[config.mk]
export PLATFORM = sky130hd
export DESIGN_NAME = console_rx
export DESIGN_NICKNAME = d
export VERILOG_FILES = /design/src/rtl/console_rx.sv
export SDC_FILE = /design/constraint.sdc
export NUM_CORES = 1
export LEC_CHECK = 0
export ABC_AREA = 1
export ABC_CLOCK_PERIOD_IN_PS = 3370
export BUFFER_PORTS_ARGS = -buffer_cell sky130_fd_sc_hd__buf_4
export CAP_MARGIN = 20
export CORE_MARGIN = 2
export CORE_UTILIZATION = 43
export DETAILED_ROUTE_END_ITERATION = 10
export SYNTH_ARGS = -nofsm -noshare
export SYNTH_HDL_FRONTEND = slang
export SYNTH_SLANG_ARGS = --single-unit
[constraint.sdc]
create_clock -name clk -period 3.37 [get_ports clk]
set_clock_uncertainty 0.2 [all_clocks]
set_input_delay 0.8425 -clock clk [delete_from_list [all_inputs] [get_ports clk]]
set_output_delay 0.8425 -clock clk [all_outputs]
set_load 0.05 [all_outputs]
[src/rtl/console_rx.sv]
// rtl/console_rx.sv - 8N1 serial console receiver with show-ahead byte FIFO
module console_rx #(
    parameter int CLK_DIV = 16,
    parameter int FIFO_AW = 2
) (
    input  logic       clk,
    input  logic       reset,
    input  logic       rxd,
    output logic [7:0] cd,
    output logic       crda,
    input  logic       cack,
    output logic       frame_err,
    output logic       overrun
);

    localparam int CW    = $clog2(CLK_DIV);
    localparam int DEPTH = 1 << FIFO_AW;
    localparam logic [CW-1:0] HALF_LOAD = CW'(CLK_DIV / 2 - 1);
    localparam logic [CW-1:0] BIT_LOAD  = CW'(CLK_DIV - 1);

    localparam logic [1:0] S_IDLE  = 2'd0;
    localparam logic [1:0] S_START = 2'd1;
    localparam logic [1:0] S_DATA  = 2'd2;
    localparam logic [1:0] S_STOP  = 2'd3;

    logic              rx_meta;
    logic              rxs;
    logic [1:0]        state;
    logic [CW-1:0]     cnt;
    logic [2:0]        bit_idx;
    logic [7:0]        shreg;

    logic [7:0]        mem [DEPTH];
    logic [FIFO_AW-1:0] wp;
    logic [FIFO_AW-1:0] rp;
    logic [FIFO_AW:0]   count;
    logic [FIFO_AW:0]   count_next;

    logic stop_edge;
    logic push;
    logic bad_stop;
    logic full;
    logic pop;
    logic wr_en;

    always_ff @(posedge clk or negedge reset) begin
        if (!reset) begin
            rx_meta <= 1'b1;
            rxs     <= 1'b1;
        end else begin
            rx_meta <= rxd;
            rxs     <= rx_meta;
        end
    end

    always_ff @(posedge clk or negedge reset) begin
        if (!reset) begin
            state   <= S_IDLE;
            cnt     <= '0;
            bit_idx <= '0;
            shreg   <= '0;
        end else begin
            case (state)
                S_IDLE: begin
                    if (!rxs) begin
                        state <= S_START;
                        cnt   <= HALF_LOAD;
                    end
                end
                S_START: begin
                    if (cnt == '0) begin
                        // A start bit that is high again at mid-bit is treated as line noise
                        if (!rxs) begin
                            state   <= S_DATA;
                            cnt     <= BIT_LOAD;
                            bit_idx <= '0;
                        end else begin
                            state <= S_IDLE;
                        end
                    end else begin
                        cnt <= cnt - 1'b1;
                    end
                end
                S_DATA: begin
                    if (cnt == '0) begin
                        shreg <= {rxs, shreg[7:1]};
                        cnt   <= BIT_LOAD;
                        if (bit_idx == 3'd7) begin
                            state <= S_STOP;
                        end else begin
                            bit_idx <= bit_idx + 1'b1;
                        end
                    end else begin
                        cnt <= cnt - 1'b1;
                    end
                end
                default: begin
                    // Leave mid-stop-bit so a directly following start bit is not missed
                    if (cnt == '0) begin
                        state <= S_IDLE;
                    end else begin
                        cnt <= cnt - 1'b1;
                    end
                end
            endcase
        end
    end

    assign stop_edge = (state == S_STOP) && (cnt == '0);
    assign push      = stop_edge && rxs;
    assign bad_stop  = stop_edge && !rxs;
    assign full      = (count == (FIFO_AW + 1)'(DEPTH));
    assign pop       = crda && cack;
    // A simultaneous pop frees the slot, so a full FIFO still accepts the byte
    assign wr_en     = push && (!full || pop);

    always_comb begin
        count_next = count + (FIFO_AW + 1)'(wr_en) - (FIFO_AW + 1)'(pop);
    end

    always_ff @(posedge clk) begin
        if (wr_en) begin
            mem[wp] <= shreg;
        end
    end

    always_ff @(posedge clk or negedge reset) begin
        if (!reset) begin
            wp        <= '0;
            rp        <= '0;
            count     <= '0;
            crda      <= 1'b0;
            frame_err <= 1'b0;
            overrun   <= 1'b0;
        end else begin
            if (wr_en) begin
                wp <= wp + 1'b1;
            end
            if (pop) begin
                rp <= rp + 1'b1;
            end
            count     <= count_next;
            crda      <= (count_next != '0);
            frame_err <= bad_stop;
            overrun   <= push && full && !pop;
        end
    end

    assign cd = crda ? mem[rp] : 8'h00;

endmodule

==> run_results.csv, run 1 <==
group,metric,value,unit
run_status,status,"finished, final reports clean",
placed_design,place.gp.congestion,0.8258,
power,p_per_area,922.6,nW/um2
synth,synth-seq-cells,61,
critical_path,endpoint_kind,"output pin",
critical_path,path_buf_inv,2,
route,route.detailed.drc,0,
timing,setup_viol,0,
layout,final_cells,380,
global_routing,antenna_found_initial,0,
global_routing,grt_use_met2,23.86,%
route,viasPerCell,4.758,
global_routing,grt.met1_usage,20.03,%
floorplanning,fp.dieW,85.04,um
synth,yosys.cell_types.count,30,
clocking,post_cts_buffers,0,
timing,rsz0062_at_grt,"false",
floorplanning,core_area,6350,um2
critical_path,path_cells,"inv_2 -> o21ai_0 -> a21oi_1 -> buf_4",
floorplanning,placementRows,29,
synth,synth.yosys.seq_area_share,59.81,%
placed_design,io_buffers,14,
layout,final_nets,318,
critical_path,required,2.33,ns
clocking,cts_htree_levels,3,
timing,tns,0,ns
timing,finalCritPeriodShare,86.23,%
timing,tightest_slew,0.5833,ns
layout,final_util,50.52,%
flow_run,maxCapViolations,0,
critical_path,path_class,"reg2out",
floorplanning,ios,15,
placed_design,dp_hpwl,3268,um
clocking,clock_latency,0.33,ns
clocking,cts_resized,0,
route,wl_per_cell,12.52,um
timing,slew_violations,0,
layout,areaGrowthSynthToFinish,13.60,%
clocking,cts_hold_buf,0,
global_routing,busiest_layer,"met2",
route,vias,1808,
synth,syn-num-nets,293,
layout,layout-drive-gt1-share,16.50,%
clocking,cts_tree,"built",
route,dr.pass1.iters,4,
timing,min_period,2.906,ns
synth,postSynthAreaPerCell,10.34,um2
timing,holdWs,0.1557,ns
critical_path,max_stage_delay,0.71,ns
critical_path,arrival,1.86,ns
layout,fillers,594,
clocking,clk_path_buf_depth,2,
critical_path,crit_fanout,18,
clocking,cts_buffers,9,
placed_design,dp.cells,364,
global_routing,gr-total-overflow,0,
floorplanning,die_h,85.04,um
layout,diodes,0,
clocking,clkTransAtPathRegs,0.06,ns
worst_hold_path,hp-class,"reg2reg",
clocking,cts-root-buf,"clkbuf_8",
global_routing,grt_pass1_wl,8424,um
synth,synth_area,2824,um2
power,power.leakage,1.451,nW
floorplanning,start_util,44.47,%
floorplanning,dieArea,7232,um2
timing,clock.fmax,344.1,MHz
global_routing,grt_util_met3,4.086,%
timing,relSlewSlack,61.12,%
critical_path,worstSetupStartpointType,"flop",
synth,synthesis.instances,273,
global_routing,grt_pass1_vias,1802,
route,first_iter_violations,94,
power,p_total,2.960,mW
synth,yosysWarningCount,0,
route,wirelength,4758,um
global_routing,track_usage,15.40,%
timing,hold_viol,0,
critical_path,critical_path.slowest_cell,"dfrtp_1",
clocking,clkSinkCount,61,
critical_path,cpLargestDelayFamily,"flip-flops",
global_routing,grt_max_degree,30,
power,ir_worst_vdd,0.4081,mV
route,ant_nets,0,
==> metrics by stage <==
stage,worst slack [ns],cell area (um2)
3_5_place_dp,0.5563,3027
5_1_grt,0.2294,3208
4_1_cts,0.3878,3208
6_report,0.4642,3208
3_3_place_gp,0.6400,3027
2_1_floorplan,0.6946,2824
==> worst paths after layout <==
path	startpoint	end	depth (start not counted)	slack, ns
worst min-delay path	rx_meta	rxs	0	0.16
worst min register to register	rx_meta	rxs	0	0.16
worst max register to register	cnt[0]	crda	13	0.78
min in group asynchronous	reset	bit_idx[1]	1	0.23
max in group asynchronous	reset	rxs	1	2.43
worst max-delay path	rp[0]	cd[3]	4	0.46
==> layout make-up <==
type | count | area, um2 | area share, %
clock inverters | 6 | 53.80 | 1.677
flip-flops and latches | 61 | 1689 | 52.65
multi-input cells | 174 | 969.7 | 30.23
well taps | 77 | 96.34 | 3.003
inverters | 33 | 128.9 | 4.017
repair buffers | 19 | 142.6 | 4.446
clock buffers | 10 | 127.6 | 3.978
==> flip-flops by register name, indices dropped and copies added (netlist names), 2 cells and up <==
| name | count |
|---|---|
| count | 3 |
| wp | 2 |
| shreg | 8 |
| bit_idx | 3 |
| state | 2 |
| rp | 2 |
| mem | 32 |
| cnt | 4 |
==> layout by cell type, fill, tap and decap left out, drive strengths merged, types with 10 or more instances in the layout <==
cell type	count
dfrtp	27
a21oi	12
o21ai	29
edfxtp	32
buf	19
nand2	42
clkbuf	10
ha	15
nor2	53
nand3	13
inv	33
==> power breakdown <==
group | internal (mW) | switching [mW]
clock | 0.332 | 0.262
sequential | 0.975 | 0.168
combinational | 0.416 | 0.807
total | 1.72 | 1.24
==> layer usage <==
metal  routed length (um)  share of wire, %
met3                  129               2.7
met4                   92               1.9
met5                    0                 0
met2                 2245                47
met1                 2291                48
==> kinds of logic (layout without fill, tap and decap cells) <==
| kind of cell | after synthesis | in the layout | synth area share (%) |
|---|---|---|---|
| AND/OR/NAND/NOR | 112 | 112 | 17.24 |
| flip-flops | 61 | 61 | 59.81 |
| AO/OA/AOI/OAI | 41 | 41 | 8.197 |
| buffers and inverters | 38 | 68 | 5.848 |
| adder cells (fa/ha/maj) | 16 | 16 | 7.355 |
| XOR/XNOR | 5 | 5 | 1.551 |
==> Yosys cell counts <==
cell       n  area share, %
nand3_1   11            1.9
nand2_4    2           0.80
inv_1     31            4.1
a21oi_2    3           0.93
or2_2      1           0.22
nand3_2    1           0.35
nor2_2     3           0.66
xor2_1     4            1.2
nand2_1   40            5.3
dfrtp_1   27             24
xnor2_1    1           0.31
nor2_1    50            6.6
inv_2      1           0.13
ha_1      15            6.6
buf_6      1           0.40
o21ai_0   20            3.5
nor3_1     1           0.18
edfxtp_1  32             34
dfstp_2    2            1.9
nand3b_1   1           0.27
clkbuf_2   1           0.18
o21ai_2    4            1.2
buf_2      1           0.18
nand3_4    1           0.62
a21oi_1    9            1.6
inv_6      1           0.31
nor4_1     1           0.22
buf_4      2           0.53
o21ai_1    5           0.89
fa_1       1           0.71
(Power assumes the default switching activity.)
==> run 2: changes to the inputs <==
--- a/config.mk
+++ b/config.mk
@@ -12,6 +12,7 @@
 export CORE_MARGIN = 2
 export CORE_UTILIZATION = 43
 export DETAILED_ROUTE_END_ITERATION = 10
+export HOLD_SLACK_MARGIN = 0.08
 export SYNTH_ARGS = -nofsm -noshare
 export SYNTH_HDL_FRONTEND = slang
 export SYNTH_SLANG_ARGS = --single-unit
==> constraint.sdc (replaced) <==
create_clock -name clk -period 3.37 [get_ports clk]
set_clock_uncertainty 0.2 [all_clocks]
set_input_delay 0.8425 -clock clk [delete_from_list [all_inputs] [get_ports clk]]
set_output_delay 0.8425 -clock clk [all_outputs]
set_load 0.02 [all_outputs]
==> run 2 against run 1 <==
  * Non-clock buffer count is 1 higher
  * Sequential share of layout area shrank 1.2 points
  * Worst setup slack better by 0.18 ns
  * First-iteration DRC count fell by 9.6%
==> run_results.csv, run 2 (same netlist as run 1, synthesis figures left out) <==
group,metric,value,unit
critical_path,path_buf_inv,2,
timing,tns,0,ns
placed_design,dp_hpwl,3323,um
route,vias,1839,
critical_path,crit_fanout,10,
global_routing,grt_pass1_vias,1817,
floorplanning,start_util,44.47,%
timing,slew_violations,0,
floorplanning,die_h,85.04,um
power,ir_worst_vdd,0.4204,mV
timing,setup_viol,0,
placed_design,io_buffers,14,
critical_path,cpLargestDelayFamily,"flip-flops",
route,first_iter_violations,85,
clocking,cts_htree_levels,3,
clocking,cts-root-buf,"clkbuf_8",
floorplanning,placementRows,29,
global_routing,grt_pass1_wl,8535,um
critical_path,path_cells,"buf_4 -> nor2_1 -> nor2_1 -> o21ai_0 -> a21oi_1 -> buf_4",
clocking,clkTransAtPathRegs,0.07,ns
global_routing,gr-total-overflow,0,
timing,finalCritPeriodShare,80.88,%
clocking,post_cts_buffers,0,
timing,hold_viol,0,
timing,holdWs,0.1562,ns
worst_hold_path,min-delay-start,"rx_meta",
power,p_per_area,914.5,nW/um2
worst_hold_path,hp-class,"reg2reg",
power,p_total,3.000,mW
timing,min_period,2.726,ns
critical_path,path_class,"reg2out",
layout,final_util,51.67,%
route,dr.pass1.iters,4,
clocking,cts_hold_buf,0,
layout,top_regs,"mem x32, shreg x8, cnt x4",
global_routing,grt_max_degree,30,
timing,relSlewSlack,73.96,%
route,viasPerCell,4.827,
critical_path,required,2.33,ns
global_routing,track_usage,15.56,%
critical_path,max_stage_delay,0.54,ns
layout,final_common_cell,"nor2_1",
critical_path,startpoint,"rp[0]",
placed_design,place.gp.congestion,0.8409,
clocking,cts_resized,0,
route,ant_nets,0,
floorplanning,fp.dieW,85.04,um
timing,tightest_slew,0.3907,ns
layout,layout-drive-gt1-share,18.09,%
critical_path,worstSetupStartpointType,"flop",
clocking,cts_tree,"built",
clocking,clock_latency,0.33,ns
route,wl_per_cell,12.82,um
flow_run,maxCapViolations,0,
run_status,status,"finished, final reports clean",
route,route.detailed.drc,0,
layout,top_register,"mem",
clocking,cts_buffers,9,
clocking,clk_path_buf_depth,2,
critical_path,arrival,1.68,ns
floorplanning,ios,15,
floorplanning,dieArea,7232,um2
route,wirelength,4883,um
critical_path,critical_path.slowest_cell,"dfrtp_1",
layout,final_nets,319,
layout,areaGrowthSynthToFinish,16.17,%
layout,layout_common_cells,"50 x nor2_1, 40 x nand2_1, 32 x edfxtp_1",
clocking,clkSinkCount,61,
critical_path,endpoint_kind,"output pin",
layout,largest_reg_flops,32,
timing,rsz0062_at_grt,"false",
floorplanning,core_area,6350,um2
timing,clock.fmax,366.9,MHz
critical_path,timing.rr.start,"cnt[0]",
layout,diodes,0,
global_routing,antenna_found_initial,0,
power,power.leakage,1.483,nW
## run 2: final cells by class
cell class | instances | area [um2]
Clock buffer | 9 | 123.9
Clock inverter | 7 | 122.6
Fill cell | 594 | 3069
Inverter | 33 | 128.9
Multi-Input combinational cell | 174 | 969.7
Sequential cell | 61 | 1689
Tap cell | 77 | 96.34
Timing Repair Buffer | 20 | 150.1
## run 2: path summary, 6_finish.rpt
check	end	slack (ns)	depth (start not counted)
max	cd[3]	0.64	6
min	rxs	0.16	0
max reg2reg	crda	0.77	13
min reg2reg	rxs	0.16	0
max in group asynchronous	rxs	2.41	1
min in group asynchronous	bit_idx[2]	0.22	1
## run 2: stage by stage
step	instance area (um2)	cells	setup slack, ns
floorplan	2824	273	0.7849
global placement	3034	365	0.6278
detailed placement	3034	365	0.5381
CTS	3281	381	0.5835
global route	3281	381	0.4804
finish	3281	381	0.6443
## run 2: worst register-to-register path, cell delays in order, from the launching register on
cell	delay [ns]
dfrtp_1	0.40
inv_1	0.12
ha_1	0.21
nand2_4	0.12
nor2_2	0.14
nand3_4	0.12
ha_1	0.30
inv_1	0.04
ha_1	0.18
fa_1	0.37
inv_1	0.07
xor2_1	0.16
inv_1	0.05
nand2_1	0.05
## run 2: routing by layer
layer  up-vias  wire [um]  global-route usage [%]
li1        947          -                       -
met1       867       2306                   19.74
met2        18       2373                   25.36
met3         7        138                   4.377
met4         0         65                   6.061
met5         -          0                       0
## run 2: power by group
part | switching, mW | internal (mW) | total [mW]
combinational | 0.659 | 0.421 | 1.08
sequential | 0.154 | 0.975 | 1.13
clock | 0.296 | 0.495 | 0.791
total | 1.11 | 1.89 | 3.00
